`src/rtl/ram_block_mover.sv`:
```
// Block copy / fill engine driving a single-port synchronous RAM.
// Copy alternates a read cycle and a write cycle per word. Fill writes one word per cycle.
// Every output except ram_wDat comes straight from a flop.
module ram_block_mover #(
  parameter int unsigned AW = 9,
  parameter int unsigned DW = 32
) (
  input  logic          clock,
  input  logic          reset_n,
  input  logic          start,
  input  logic          mode,
  input  logic [AW-1:0] src_addr,
  input  logic [AW-1:0] dst_addr,
  input  logic [AW:0]   len,
  input  logic [DW-1:0] pattern,
  input  logic          abort,
  output logic          busy,
  output logic          done,
  output logic [AW-1:0] ram_addr,
  output logic          ram_wEn,
  output logic [DW-1:0] ram_wDat,
  output logic          ram_rEn,
  input  logic [DW-1:0] ram_rDat
);

  typedef enum logic [2:0] {StIdle, StRd, StWr, StFill, StDone} state_e;

  state_e        state_q, state_d;
  logic [AW-1:0] src_ptr_q, src_ptr_d;
  logic [AW-1:0] dst_ptr_q, dst_ptr_d;
  logic [AW:0]   cnt_q, cnt_d;
  logic [DW-1:0] pat_q, pat_d;

  logic          busy_q, busy_d;
  logic          done_q, done_d;
  logic          wen_q, wen_d;
  logic          ren_q, ren_d;
  logic [AW-1:0] addr_q, addr_d;
  logic [DW-1:0] wdat_q, wdat_d;

  // Next state, pointer updates, and the output values the next state will present.
  always_comb begin
    state_d   = state_q;
    src_ptr_d = src_ptr_q;
    dst_ptr_d = dst_ptr_q;
    cnt_d     = cnt_q;
    pat_d     = pat_q;

    unique case (state_q)
      StIdle: begin
        if (start) begin
          src_ptr_d = src_addr;
          dst_ptr_d = dst_addr;
          cnt_d     = len;
          pat_d     = pattern;
          if (len == '0) state_d = StDone;
          else           state_d = mode ? StFill : StRd;
        end
      end
      StRd: begin
        src_ptr_d = src_ptr_q + AW'(1);
        state_d   = abort ? StIdle : StWr;
      end
      StWr: begin
        dst_ptr_d = dst_ptr_q + AW'(1);
        cnt_d     = cnt_q - (AW+1)'(1);
        if (abort)                        state_d = StIdle;
        else if (cnt_q == (AW+1)'(1))     state_d = StDone;
        else                              state_d = StRd;
      end
      StFill: begin
        dst_ptr_d = dst_ptr_q + AW'(1);
        cnt_d     = cnt_q - (AW+1)'(1);
        if (abort)                        state_d = StIdle;
        else if (cnt_q == (AW+1)'(1))     state_d = StDone;
        else                              state_d = StFill;
      end
      StDone: state_d = StIdle;
      default: state_d = StIdle;
    endcase

    // Outputs are precomputed here so they leave the block registered (Moore).
    busy_d = (state_d != StIdle);
    done_d = (state_d == StDone);
    ren_d  = (state_d == StRd);
    wen_d  = (state_d == StWr) || (state_d == StFill);
    if (state_d == StRd)  addr_d = src_ptr_d;
    else if (wen_d)       addr_d = dst_ptr_d;
    else                  addr_d = '0;
    wdat_d = (state_d == StFill) ? pat_d : '0;
  end

  // State, working registers and registered outputs.
  always_ff @(posedge clock or negedge reset_n) begin
    if (!reset_n) begin
      state_q   <= StIdle;
      src_ptr_q <= '0;
      dst_ptr_q <= '0;
      cnt_q     <= '0;
      pat_q     <= '0;
      busy_q    <= 1'b0;
      done_q    <= 1'b0;
      wen_q     <= 1'b0;
      ren_q     <= 1'b0;
      addr_q    <= '0;
      wdat_q    <= '0;
    end else begin
      state_q   <= state_d;
      src_ptr_q <= src_ptr_d;
      dst_ptr_q <= dst_ptr_d;
      cnt_q     <= cnt_d;
      pat_q     <= pat_d;
      busy_q    <= busy_d;
      done_q    <= done_d;
      wen_q     <= wen_d;
      ren_q     <= ren_d;
      addr_q    <= addr_d;
      wdat_q    <= wdat_d;
    end
  end

  // Copy write data is the RAM read data of the previous cycle, passed through unregistered.
  always_comb begin
    busy     = busy_q;
    done     = done_q;
    ram_wEn  = wen_q;
    ram_rEn  = ren_q;
    ram_addr = addr_q;
    ram_wDat = (state_q == StWr) ? ram_rDat : wdat_q;
  end

endmodule

```
`config.mk`:
```
export PLATFORM = sky130hd
export DESIGN_NAME = ram_block_mover
export DESIGN_NICKNAME = d
export VERILOG_FILES = /design/src/rtl/ram_block_mover.sv
export SDC_FILE = /design/constraint.sdc
export NUM_CORES = 1
export LEC_CHECK = 0
export CAP_MARGIN = 20
export CORE_ASPECT_RATIO = 0.75
export CORE_MARGIN = 2
export CORE_UTILIZATION = 52
export DETAILED_ROUTE_END_ITERATION = 10
export MAX_ROUTING_LAYER = met4
export PLACE_DENSITY = 0.95
export SKIP_CTS_REPAIR_TIMING = 1
export SLEW_MARGIN = 40
export SYNTH_ARGS = -nofsm -noshare
export SYNTH_HDL_FRONTEND = slang
export SYNTH_SLANG_ARGS = --single-unit
```
`constraint.sdc`:
```
create_clock -name clock -period 4 [get_ports clock]
set_input_delay 0.8 -clock clock [delete_from_list [all_inputs] [get_ports clock]]
set_output_delay 0.8 -clock clock [all_outputs]
set_load 0.02 [all_outputs]
```
==> run metrics, run 1 <==
CTS HTree Levels 3; Post-Syn Area 0.005082 mm²; final instance area 0.006953 mm²; cells on worst reg2reg path 6; vias 4563; synthesized area per cell 9.888 µm²; FF-to-FF Start state_q[0]; number of buffers created by CTS 9; top post-synthesis cells by count nand2_1 (116), dfrtp_1 (108), a21oi_1 (51); Min Clock Period, post-route 3503 ps; post-synth top area share 53.18%; die area 0.01059 mm²; Power Total 4.287 mW; most used routing layer met2; Startpoint Class flop; CTS tree built; crit path cell chain inv_1, nand2_1, nor2_4, buf_4, mux2_2, clkdlybuf4s50_1; Post-Syn Instances 514; leak pwr 3.146 nW; vias in the first global route 4312; WP buf/inv 3; fin nets 749; number of core rows 31; global routing usage on met3 5.934%; ys async rst share 100.0%; Initial Util 53.05%; area leader, netlist dfrtp_1; Slowest-stage cell, CP clkdlybuf4s50_1; Slew headroom 51.05%; WP data required 3200 ps; top_reg_cell synth dfrtp_1; Levels on crit path 6; largest net degree at the start of global routing 95; hold path depth 2; Worst Max-Slew Pin Slew 734.3 ps; Tcrit/Tclk final 87.58%; count of state elements after synthesis 108; r2r endpoint ram_addr[5]; post-synthesis cell type count 56; Area growth syn-to-layout 36.80%; Fmax 285.5 MHz; Final Skew 9.347 ps; R2R setup slack 1630 ps; Post-route DRC 0; CP Class flop to primary output; worst hold path startpoint pat_q[7]; Sinks on Clock Net 108; Peak VDD IR 0.0003156 V; Seq/Total Area, Yosys 53.18%; ANT nets after route 0; setup violators final 0; family with the most delay on the worst path buffers and inverters; Die Ht 89.62 µm; die width 118.2 µm; Worst Hold Class flop to flop; Iteration-0 DRC Markers 508; clock latency on the worst-skew pair 340 ps; met1 usage 32.75%; Worst path max stage delay 550 ps; number of synthesized flops with an enable pin 0; Placer Congestion 0.8880; dpl hpwl 9.539 mm; grt total ovfl 0; DR WL/cell 17.49 µm; initial antenna violation count 0; Crit Path Max Fanout 32; status finished clean; WP data arrival 2700 ps; GRT Total Usage 26.63%; ranking of synthesized cells by area dfrtp_1 (53%), nand2_1 (8.6%), mux2_2 (7.5%); RSZ-0062 raised after global routing false; Max Cap Viol 0; Hold Fails Final Rpt 0; Hold EP pat_q[7]; first-pass GRT wire length 21.27 mm; setup TNS 0 ps; ratio of cells with drive above 1 in the final layout 12.10%; Antenna Cells 0; met2 usage 44.56%; max-slew violation count 0; Ports 142; area of the core 0.009580 mm²; power per cell area 616.6 mW/mm²; CTS Root Cell clkbuf_16; Clock Path Buffers 2; Placed Area 0.006623 mm²; top-count cell post-synth nand2_1; Crit. End Element primary output; Pre-antenna DRT Iters 7; # port buffers 141; Via density 5.813; Ys Warns 0; syn_nets 615; DRT Wirelength 13.73 mm; Worst-path clk slew 70 ps
placed cells by master (no fill, tap or decap), drive strengths merged, types with 10 or more instances in the layout:
cell,count
clkdlybuf4s50,140
nor2,29
nand2,116
o21ai,19
a21oi,52
dfrtp,108
a22o,10
clkbuf,10
mux2,34
inv,12
buf,11
registers in the layout (all words and copies together) (netlist names):
register,flops
src_ptr_q,9
pat_q,32
wdat_q,32
ram_rEn,1
busy,1
cnt_q,10
ram_addr,9
state_q,3
dst_ptr_q,9
ram_wEn,1
done,1
area by class of cell:
class,instances,area (µm²)
repair buffers,152,1498
clock inverters,7,102.6
well taps,132,165.2
fillers,657,2628
flip-flops and latches,108,2703
inverters,9,33.78
multi-input cells,368,2226
clock buffers,9,225.2
worst max-delay path by stage:
stage                    start           end  slack (ps)
floorplan           state_q[2]  ram_wDat[10]        1600
global placement    state_q[2]  ram_wDat[31]         980
detailed placement  state_q[2]  ram_wDat[28]         870
CTS                 state_q[2]  ram_wDat[28]         500
global route        state_q[2]  ram_wDat[28]         330
finish              state_q[2]  ram_wDat[28]         500
logic make-up after synthesis:
group / after synthesis / synth area share [%]
flip-flops: 108 / 53.18
AND/OR/NAND/NOR: 197 / 17.65
adder cells (fa/ha/maj): 4 / 0.9848
multiplexers: 40 / 8.715
buffers and inverters: 38 / 3.225
AO/OA/AOI/OAI: 127 / 16.25
through the flow:
| stage | setup WS (ps) | hold slack (ps) | util, % | std cells |
|---|---|---|---|---|
| 6_report | 496.8 | 475.3 | 72.57 | 785 |
| 5_1_grt | 333.7 | 504.3 | 72.57 | 785 |
| 4_1_cts | 495.2 | 477.2 | 72.55 | 785 |
| 3_5_place_dp | 870.7 | 457.5 | 69.13 | 769 |
| 3_3_place_gp | 984.1 | 451.1 | 69.09 | 769 |
| 2_1_floorplan | 1604 | 439.4 | - | 514 |
worst register-to-register path, cell delays in order (launching register included):
cell and delay (ps):
dfrtp_1 420, buf_4 240, nand2b_1 400, a21oi_2 560, o22ai_1 210, a21oi_1 300, a22o_1 190
where the power goes:
group | leakage [nW] | total [mW] | switching (mW) | internal [mW]
clock network | 0.160 | 0.940 | 0.432 | 0.509
logic | 1.62 | 1.64 | 0.889 | 0.749
registers | 1.37 | 1.71 | 0.264 | 1.44
total | 3.15 | 4.29 | 1.58 | 2.70
per-layer routing:
layer	wire [µm]	vias to the layer above
met5	0	-
met4	293	0
met3	1024	41
met2	6841	231
met1	5569	2203
li1	-	2088
(Power assumes the default switching activity.)
==> inputs of run 2 (changes only) <==
GPL_ROUTABILITY_DRIVEN = 0   (was not set)
==> results of run 2 <==
Final layout, timing and power as in run 1 (identical DEF).
==> inputs of run 3 (changes only) <==
ABC_CLOCK_PERIOD_IN_PS = 4000   (was not set)
SKIP_LAST_GASP = 1   (was not set)
==> results of run 3 <==
Final layout, timing and power as in run 1 (identical DEF).
